`config.mk`:
```
export PLATFORM = sky130hd
export DESIGN_NAME = instr_dispatcher
export DESIGN_NICKNAME = d
export VERILOG_FILES = /design/src/rtl/instr_pkg.sv /design/src/rtl/instr_timeout_cnt.sv /design/src/rtl/instr_dispatcher.sv
export SDC_FILE = /design/constraint.sdc
export NUM_CORES = 1
export LEC_CHECK = 0
export ABC_AREA = 1
export CORE_MARGIN = 1.5
export CORE_UTILIZATION = 45
export DETAILED_ROUTE_END_ITERATION = 16
export PLACE_DENSITY = 0.94
export SLEW_MARGIN = 20
export SYNTH_ARGS = -nofsm -noshare
export SYNTH_HDL_FRONTEND = slang
export SYNTH_SLANG_ARGS = --single-unit
```
`constraint.sdc`:
```
create_clock -name CLK -period 2.1 [get_ports CLK]
set_clock_uncertainty 0.1 [all_clocks]
set_input_delay 0.315 -clock CLK [delete_from_list [all_inputs] [get_ports CLK]]
set_output_delay 0.315 -clock CLK [all_outputs]
set_load 0.005 [all_outputs]
```
`src/rtl/instr_pkg.sv`:
```
// Field map, state encoding and small helpers shared by the instruction dispatcher.
package instr_pkg;

    localparam int unsigned TGT_MSB  = 63;
    localparam int unsigned TGT_LSB  = 60;
    localparam int unsigned OP_MSB   = 59;
    localparam int unsigned OP_LSB   = 56;
    localparam int unsigned ADDR_MSB = 55;
    localparam int unsigned ADDR_LSB = 32;
    localparam int unsigned ARG_MSB  = 31;
    localparam int unsigned ARG_LSB  = 0;

    localparam logic [3:0] BCAST_TGT = 4'hF;

    typedef enum logic [1:0] {
        StIdle    = 2'd0,
        StWaitLow = 2'd1,
        StDecode  = 2'd2,
        StIssue   = 2'd3
    } state_e;

    function automatic logic [15:0] sat_inc16(input logic [15:0] v, input logic inc);
        return (inc && (v != 16'hFFFF)) ? v + 16'd1 : v;
    endfunction

endpackage

```
`src/rtl/instr_timeout_cnt.sv`:
```
// Loadable up-counter that raises term_o while the count equals TERM_VAL and holds there.
module instr_timeout_cnt #(
    parameter int unsigned W        = 16,
    parameter int unsigned TERM_VAL = 65534
) (
    input  logic         CLK,
    input  logic         RESET_N,
    input  logic         load_i,
    input  logic [W-1:0] load_val_i,
    input  logic         en_i,
    output logic         term_o
);

    logic [W-1:0] cnt_q, cnt_d;

    assign term_o = (cnt_q == W'(TERM_VAL));

    always_comb begin
        cnt_d = cnt_q;
        if (load_i) begin
            cnt_d = load_val_i;
        end else if (en_i && !term_o) begin
            cnt_d = cnt_q + W'(1);
        end
    end

    always_ff @(posedge CLK or negedge RESET_N) begin
        if (!RESET_N) begin
            cnt_q <= '0;
        end else begin
            cnt_q <= cnt_d;
        end
    end

endmodule

```
`src/rtl/instr_dispatcher.sv`:
```
// Pops 64-bit instruction words and issues them to per-target valid/ack consumers.
// Optional statistics counters are built when DISP_STATS_EN is defined.
module instr_dispatcher
    import instr_pkg::*;
#(
    parameter int unsigned N_TARGETS      = 4,
    parameter int unsigned TIMEOUT_CYCLES = 65535,
    parameter int unsigned TO_W           = 16
) (
    input  logic                 CLK,
    input  logic                 RESET_N,
    input  logic [63:0]          IN_DATA,
    input  logic                 IN_VALID,
    output logic                 IN_RD,
    output logic [N_TARGETS-1:0] CMD_VALID,
    output logic [3:0]           CMD_OP,
    output logic [23:0]          CMD_ADDR,
    output logic [31:0]          CMD_ARG,
    input  logic [N_TARGETS-1:0] CMD_ACK,
    output logic                 BUSY,
    output logic                 ERR_BADTGT,
    output logic                 ERR_TIMEOUT,
    output logic [15:0]          STAT_OK,
    output logic [15:0]          STAT_BAD,
    output logic [15:0]          STAT_TO
);

    state_e               state_q, state_d;
    logic [63:0]          hold_q, hold_d;
    logic [N_TARGETS-1:0] mask_q, mask_d;
    logic [N_TARGETS-1:0] acked_q, acked_d;
    logic                 in_rd_q, in_rd_d;
    logic                 err_bad_q, err_bad_d;
    logic                 err_to_q, err_to_d;
    logic                 to_load, to_en, to_term;
    logic                 all_acked;
    logic [3:0]           tgt;

    assign tgt       = hold_q[TGT_MSB:TGT_LSB];
    assign all_acked = ((acked_q | (CMD_ACK & mask_q)) == mask_q);

    instr_timeout_cnt #(
        .W        (TO_W),
        .TERM_VAL (TIMEOUT_CYCLES - 1)
    ) u_timeout (
        .CLK        (CLK),
        .RESET_N    (RESET_N),
        .load_i     (to_load),
        .load_val_i ('0),
        .en_i       (to_en),
        .term_o     (to_term)
    );

    always_comb begin
        state_d   = state_q;
        hold_d    = hold_q;
        mask_d    = mask_q;
        acked_d   = acked_q;
        in_rd_d   = 1'b0;
        err_bad_d = 1'b0;
        err_to_d  = 1'b0;
        to_load   = 1'b0;
        to_en     = 1'b0;
        case (state_q)
            StIdle: begin
                if (IN_VALID) begin
                    hold_d  = IN_DATA;
                    in_rd_d = 1'b1;
                    state_d = StWaitLow;
                end
            end
            // Wait for the receive block to retire the popped word.
            StWaitLow: begin
                if (!IN_VALID) begin
                    state_d = StDecode;
                end
            end
            StDecode: begin
                acked_d = '0;
                to_load = 1'b1;
                if (tgt == BCAST_TGT) begin
                    mask_d  = '1;
                    state_d = StIssue;
                end else if (32'(tgt) < N_TARGETS) begin
                    mask_d  = N_TARGETS'(1) << tgt;
                    state_d = StIssue;
                end else begin
                    err_bad_d = 1'b1;
                    state_d   = StIdle;
                end
            end
            StIssue: begin
                to_en   = 1'b1;
                acked_d = acked_q | (CMD_ACK & mask_q);
                // A final ack in the timeout cycle still counts as success.
                if (all_acked) begin
                    state_d = StIdle;
                end else if (to_term) begin
                    err_to_d = 1'b1;
                    state_d  = StIdle;
                end
            end
            default: state_d = StIdle;
        endcase
    end

    always_ff @(posedge CLK or negedge RESET_N) begin
        if (!RESET_N) begin
            state_q   <= StIdle;
            hold_q    <= '0;
            mask_q    <= '0;
            acked_q   <= '0;
            in_rd_q   <= 1'b0;
            err_bad_q <= 1'b0;
            err_to_q  <= 1'b0;
        end else begin
            state_q   <= state_d;
            hold_q    <= hold_d;
            mask_q    <= mask_d;
            acked_q   <= acked_d;
            in_rd_q   <= in_rd_d;
            err_bad_q <= err_bad_d;
            err_to_q  <= err_to_d;
        end
    end

    assign IN_RD       = in_rd_q;
    assign CMD_VALID   = (state_q == StIssue) ? (mask_q & ~acked_q) : '0;
    assign CMD_OP      = hold_q[OP_MSB:OP_LSB];
    assign CMD_ADDR    = hold_q[ADDR_MSB:ADDR_LSB];
    assign CMD_ARG     = hold_q[ARG_MSB:ARG_LSB];
    assign BUSY        = (state_q != StIdle);
    assign ERR_BADTGT  = err_bad_q;
    assign ERR_TIMEOUT = err_to_q;

`ifdef DISP_STATS_EN
    logic [15:0] stat_ok_q, stat_ok_d;
    logic [15:0] stat_bad_q, stat_bad_d;
    logic [15:0] stat_to_q, stat_to_d;

    always_comb begin
        stat_ok_d  = sat_inc16(stat_ok_q, (state_q == StIssue) && all_acked);
        stat_bad_d = sat_inc16(stat_bad_q, err_bad_q);
        stat_to_d  = sat_inc16(stat_to_q, err_to_q);
    end

    always_ff @(posedge CLK or negedge RESET_N) begin
        if (!RESET_N) begin
            stat_ok_q  <= '0;
            stat_bad_q <= '0;
            stat_to_q  <= '0;
        end else begin
            stat_ok_q  <= stat_ok_d;
            stat_bad_q <= stat_bad_d;
            stat_to_q  <= stat_to_d;
        end
    end

    assign STAT_OK  = stat_ok_q;
    assign STAT_BAD = stat_bad_q;
    assign STAT_TO  = stat_to_q;
`else
    assign STAT_OK  = '0;
    assign STAT_BAD = '0;
    assign STAT_TO  = '0;
`endif

endmodule

```
==> qor.csv, run 1 <==
stage,metric,value,unit
die,die_area,11500,um^2
setup_path,r2r_end,u_timeout.cnt_q[10],
clocking,cts_tree,yes,
timing,finalHoldViolCount,0,
timing,finalCritPeriodShare,0.965,
setup_path,reg2reg_depth,10,
power,p_int,4.76,mW
die,rows,37,
logic_synthesis,synth_edf_count,0,
logic_synthesis,synth_compound_area_frac,0.0347,
setup_path,cp-end-kind,primary output,
place,port_buffers,138,
cells_and_area,final_design_area_no_fill,6030,um^2
die,die_h,107,um
cells_and_area,syn_to_final_growth,23.1,%
cells_and_area,final_core_util,0.576,
power,seqPwrFrac,0.406,
setup_path,reg2reg_from,u_timeout.cnt_q[0],
setup_path,worstPathArrival,1.61,ns
place,dp_cells,806,
die,initial_utilization,0.468,
global_route,grt_first_pass_wirelength,16.2,mm
routing,drc_errors,0,
setup_path,path_max_fanout,9,
cells_and_area,fin_cells,824,
setup_path,max_stage_delay,0.53,ns
setup_path,critical_path.startpoint,state_q[0],
setup_path,cp_cell_sequence,"nand2_4, nor3_1, clkdlybuf4s50_1",
setup_path,cpMaxStageDelayCell,clkdlybuf4s50_1,
logic_synthesis,synth_fa_ha_area_frac,0.00511,
hold_path,worstHoldPathType,input port to async pin,
power,power.static_leakage,3.00,nW
power,pwr-share-comb,0.414,
setup_path,crit_type,register to primary output,
global_route,track_usage,0.179,
cells_and_area,drive_gt1_frac,0.0494,
cells_and_area,antenna_cells,0,
logic_synthesis,synth.ff_latch_count,93,
logic_synthesis,yosys.area_share.simple,0.269,
logic_synthesis,synthMuxAreaShare,0,
logic_synthesis,postSynthAreaPerCell,8.13,um^2
place,place_ws,0.272,ns
routing,num_vias,3754,
power,p_switching,2.47,mW
clocking,numCtsBuffers,9,
global_route,grt_pass1_vias,3609,
die,coreArea,10500,um^2
logic_synthesis,yosys_warnings,0,
setup_path,regToRegSetupSlack,0.33,ns
clocking,cts.clk_slew.worst_paths,0.09,ns
routing,vias_per_cell,4.56,
routing,drt-pass1-iter-count,4,
setup_path,worst_setup_path_start_kind,register,
timing,drv_slew,0,
logic_synthesis,synthTopCellsByArea,"dfrtp_1 (47%), nand2_1 (20%), buf_4 (17%), inv_1 (2.1%), nor2_1 (1.5%)",
clocking,cts_root_buffer,clkbuf_8,
clocking,cts.path.max_buffers,2,
setup_path,required,1.68,ns
status,status,completed,
timing,finalSetupViolCount,0,
logic_synthesis,synth_area,4900,um^2
place,dpl.hpwl,7.49,mm
run,cap_viol_max_count,0,
logic_synthesis,synthCells,603,
clocking,cts_sinks,93,
cells_and_area,final_nets,756,
logic_synthesis,ys_seq_area_frac,0.475,
timing,fmax,0.493,GHz
logic_synthesis,yosysTopAreaCell,dfrtp_1,
power,power_density,1200,nW/um^2
logic_synthesis,synthDistinctLibCells,30,
power,switching_share,0.341,
routing,wirelength,10.2,mm
logic_synthesis,synth-async-reset-ratio,1.00,
die,io_pins,187,
global_route,antenna_found_initial,0,
power,pwr-share-clk,0.180,
routing,wl_per_cell,12.4,um
setup_path,endpoint,CMD_VALID[2],
timing,rsz0062_at_grt,true,
global_route,grt_max_degree,58,
logic_synthesis,synth_top_family_by_area,simple AND/OR/NAND/NOR gates,
routing,drt-initial-drc-count,148,
power,ir_worst_vdd,0.591,mV
timing,fin_crit,2.03,ns
clocking,clock_latency,0.35,ns
logic_synthesis,ys.flop_type,dfrtp_1,
place,globalplace.congestion,0.853,
die,die_w,107,um
clocking,h-tree-depth,3,
timing,layout_setup_ws,0.0734,ns
place,place_area,5790,um^2
logic_synthesis,synth_xor_area_frac,0.00894,
routing,ant_nets,0,
global_route,grt-ovfl-total,0,
logic_synthesis,synth_top_area_frac,0.475,
## worst max-delay path: cells and delay by family (launching register included)
family	cells	cell delay [ns]
flops	1	0.44
buf+inv	1	0.53
simple gates	2	0.29
## synth_stat cells (all sizes together) (2+ instances only)
cell type  instances
nand2            262
o21bai             2
ha                 2
o21ai             12
dfrtp             93
nand3             14
inv               28
xor2               5
nand4              8
nand3b             2
nor3               6
buf              122
nor2              27
a21oi             13
## flip-flops by register name, indices dropped and copies added (netlist names)
register,cells
u_timeout.cnt_q,16
mask_q,4
IN_RD,1
ERR_TIMEOUT,1
ERR_BADTGT,1
acked_q,4
hold_q,64
state_q,2
## cells in the final DEF, fill, tap and decap left out, types with 6 or more instances in the layout
master / count
nand2_1: 259
clkdlybuf4s50_1: 137
dfrtp_1: 91
conb_1: 48
inv_1: 27
nor2_1: 20
nand3_1: 14
a21oi_1: 13
o21ai_0: 11
clkbuf_8: 9
nand4_1: 8
nor3_1: 6
nor2_4: 6
## layout make-up
cell class,instances,area [um^2]
flip-flops and latches,93,2330
clock buffers,11,131
fillers,947,4430
clock inverters,5,83.8
well taps,136,170
repair buffers,145,1470
multi-input cells,406,1740
inverters,28,105
## per-layer routing
layer | global-route usage | vias up | routed length [um]
met5 | 0 | - | 0
met4 | 0.0912 | 0 | 276
met3 | 0.0400 | 23 | 678
met2 | 0.308 | 133 | 5080
met1 | 0.209 | 1734 | 4170
li1 | - | 1864 | -
## timing repair
item | 4_1_cts | 5_1_grt
setup endpoints to repair | 5 | 5
endpoints found under the hold margin | 31 | 0
hold buffers | 1 | 0
resized for setup | 1 | 1
buffers inserted | 0 | 1
## worst min path at each step
stage	depth (start not counted)	startpoint	to
after global routing	2	RESET_N	hold_q[53]
final	2	RESET_N	hold_q[53]
after global placement	1	RESET_N	hold_q[53]
after CTS	2	RESET_N	hold_q[15]
after detailed placement	1	RESET_N	hold_q[53]
after floorplan	0	RESET_N	ERR_BADTGT
## kinds of logic (layout without fill, tap and decap cells)
family | Yosys count | after routing
XOR/XNOR | 5 | 5
other | 1 | 48
adder cells (fa/ha/maj) | 2 | 2
AND/OR/NAND/NOR | 320 | 320
AO/OA/AOI/OAI | 31 | 31
buffers and inverters | 151 | 189
flip-flops | 93 | 93
## through the flow
stage	hold WS (ns)	setup TNS, ns	power [mW]
finish	0.342	0	7.23
global route	0.379	-0.0540	7.76
CTS	0.343	0	7.31
detailed placement	0.194	0	5.98
global placement	0.194	0	5.86
floorplan	-0.0806	0	5.04
## power groups by stage
stage	combinational [mW]	sequential [mW]	clock, mW
final	2.99	2.94	1.31
after floorplan	2.19	2.85	0
after CTS	3.02	2.95	1.34
after global placement	2.92	2.94	0
after global routing	3.32	3.03	1.41
after detailed placement	3.01	2.97	0
No activity file was read; power rests on OpenSTA's default activity.
==> inputs of run 2 (changes only) <==
--- a/config.mk
+++ b/config.mk
@@ -9,7 +9,7 @@
 export CORE_MARGIN = 1.5
 export CORE_UTILIZATION = 45
 export DETAILED_ROUTE_END_ITERATION = 16
-export PLACE_DENSITY = 0.94
+export PLACE_DENSITY_LB_ADDON = 0.08
 export SLEW_MARGIN = 20
 export SYNTH_ARGS = -nofsm -noshare
 export SYNTH_HDL_FRONTEND = slang
==> qor.csv, run 2 (synthesis results as in run 1) <==
stage,metric,value,unit
clocking,cts.path.max_buffers,2,
die,die_w,107,um
die,initial_utilization,0.468,
cells_and_area,final_cell_mix,"nand2_1 (259), clkdlybuf4s50_1 (134), dfrtp_1 (92)",
cells_and_area,final_common_cell,nand2_1,
clocking,clock_latency,0.36,ns
timing,drv_slew,0,
clocking,numCtsBuffers,9,
global_route,grt_first_pass_wirelength,16.6,mm
routing,wirelength,10.2,mm
cells_and_area,fin_cells,826,
routing,drc_errors,0,
timing,finalCritPeriodShare,0.948,
routing,wl_per_cell,12.3,um
timing,fin_setup_tns,0,ns
hold_path,worstHoldPathType,input port to async pin,
global_route,grt_max_degree,63,
clocking,cts_root_buffer,clkbuf_8,
cells_and_area,final_nets,758,
clocking,cts_sinks,93,
place,dpl.hpwl,7.32,mm
timing,rsz0062_at_grt,false,
die,die_area,11500,um^2
setup_path,worstPathArrival,1.58,ns
die,coreArea,10500,um^2
timing,finalSetupViolCount,0,
routing,ant_nets,0,
global_route,grt-ovfl-total,0,
clocking,h-tree-depth,3,
cells_and_area,antenna_cells,0,
global_route,track_usage,0.182,
power,power_density,1180,nW/um^2
cells_and_area,largest_reg_flops,64,
cells_and_area,reg_top3,"hold_q: 64 flops, u_timeout.cnt_q: 16 flops",
run,cap_viol_max_count,0,
routing,vias_per_cell,4.47,
routing,drt-pass1-iter-count,5,
place,place_area,5810,um^2
place,port_buffers,138,
setup_path,worst_setup_path_start_kind,register,
place,dp_cells,808,
setup_path,cp-end-kind,primary output,
power,power.static_leakage,3.04,nW
global_route,grt_pass1_vias,3553,
timing,finalHoldViolCount,0,
place,globalplace.congestion,0.808,
global_route,antenna_found_initial,0,
cells_and_area,filler_cell_count,974,
cells_and_area,top_register,hold_q,
clocking,cts.clk_slew.worst_paths,0.09,ns
die,rows,37,
cells_and_area,syn_to_final_growth,23.1,%
timing,layout_setup_ws,0.109,ns
status,status,completed,
cells_and_area,final_design_area_no_fill,6030,um^2
routing,drt-initial-drc-count,196,
cells_and_area,multiInputGateArea,1740,um^2
routing,num_vias,3691,
cells_and_area,drive_gt1_frac,0.0522,
timing,fin_crit,1.99,ns
timing,fmax,0.502,GHz
setup_path,reg2reg_from,u_timeout.cnt_q[0],
place,place_ws,0.313,ns
cells_and_area,regArea,2330,um^2
power,ir_worst_vdd,0.573,mV
setup_path,crit_type,register to primary output,
setup_path,path_max_fanout,9,
clocking,cts_tree,yes,
setup_path,required,1.68,ns
die,io_pins,187,
power,fin_total_pwr,7.12,mW
die,die_h,107,um
setup_path,critical_path.startpoint,state_q[1],
## run 2: per-layer routing
| metal | part of all wire | routed length, um | GRT usage |
|---|---|---|---|
| met1 | 0.43 | 4370 | 0.227 |
| met2 | 0.48 | 4860 | 0.299 |
| met3 | 0.077 | 781 | 0.0581 |
| met4 | 0.015 | 154 | 0.0611 |
| met5 | 0 | 0 | 0 |
## run 2: final timing paths
kind	slack, ns	endpoint	cells after the start
worst max-delay path	0.11	CMD_VALID[1]	3
worst min-delay path	0.18	u_timeout.cnt_q[12]	2
worst max register to register	0.30	u_timeout.cnt_q[14]	10
worst min register to register	0.37	hold_q[25]	2
max in group asynchronous	1.16	hold_q[59]	3
min in group CLK	0.37	hold_q[25]	2
## run 2: layout make-up
type	instances	area share
Tap cell	136	0.0282
Clock inverter	5	0.00996
Sequential cell	93	0.386
Timing Repair Buffer	147	0.247
Inverter	28	0.0174
Clock buffer	11	0.0234
Multi-Input combinational cell	406	0.288
## run 2: stage by stage
| stage | utilization | hold slack [ns] |
|---|---|---|
| after floorplan | - | -0.0806 |
| after global placement | 0.555 | 0.0149 |
| after detailed placement | 0.555 | 0.0130 |
| after CTS | 0.575 | 0.171 |
| after global routing | 0.576 | 0.175 |
| final | 0.576 | 0.181 |
## run 2: what timing repair did
action	in CTS	in global routing
gates cloned	0	0
setup buffers	0	1
hold buffers	1	0
gates resized for setup	3	1
endpoints found under the hold margin	93	0
endpoints found under the setup margin	5	2
pin swaps	0	0
## run 2: critical path, cell delays in order (launching register included)
cell	delay [ns]
dfrtp_1	0.40
nand2_4	0.11
nor3_1	0.16
clkdlybuf4s50_1	0.54
## run 2: report_power, final
group / total, mW / internal (mW) / switching, mW
logic: 3.00 / 1.60 / 1.40
clock network: 1.21 / 0.586 / 0.622
registers: 2.91 / 2.50 / 0.415
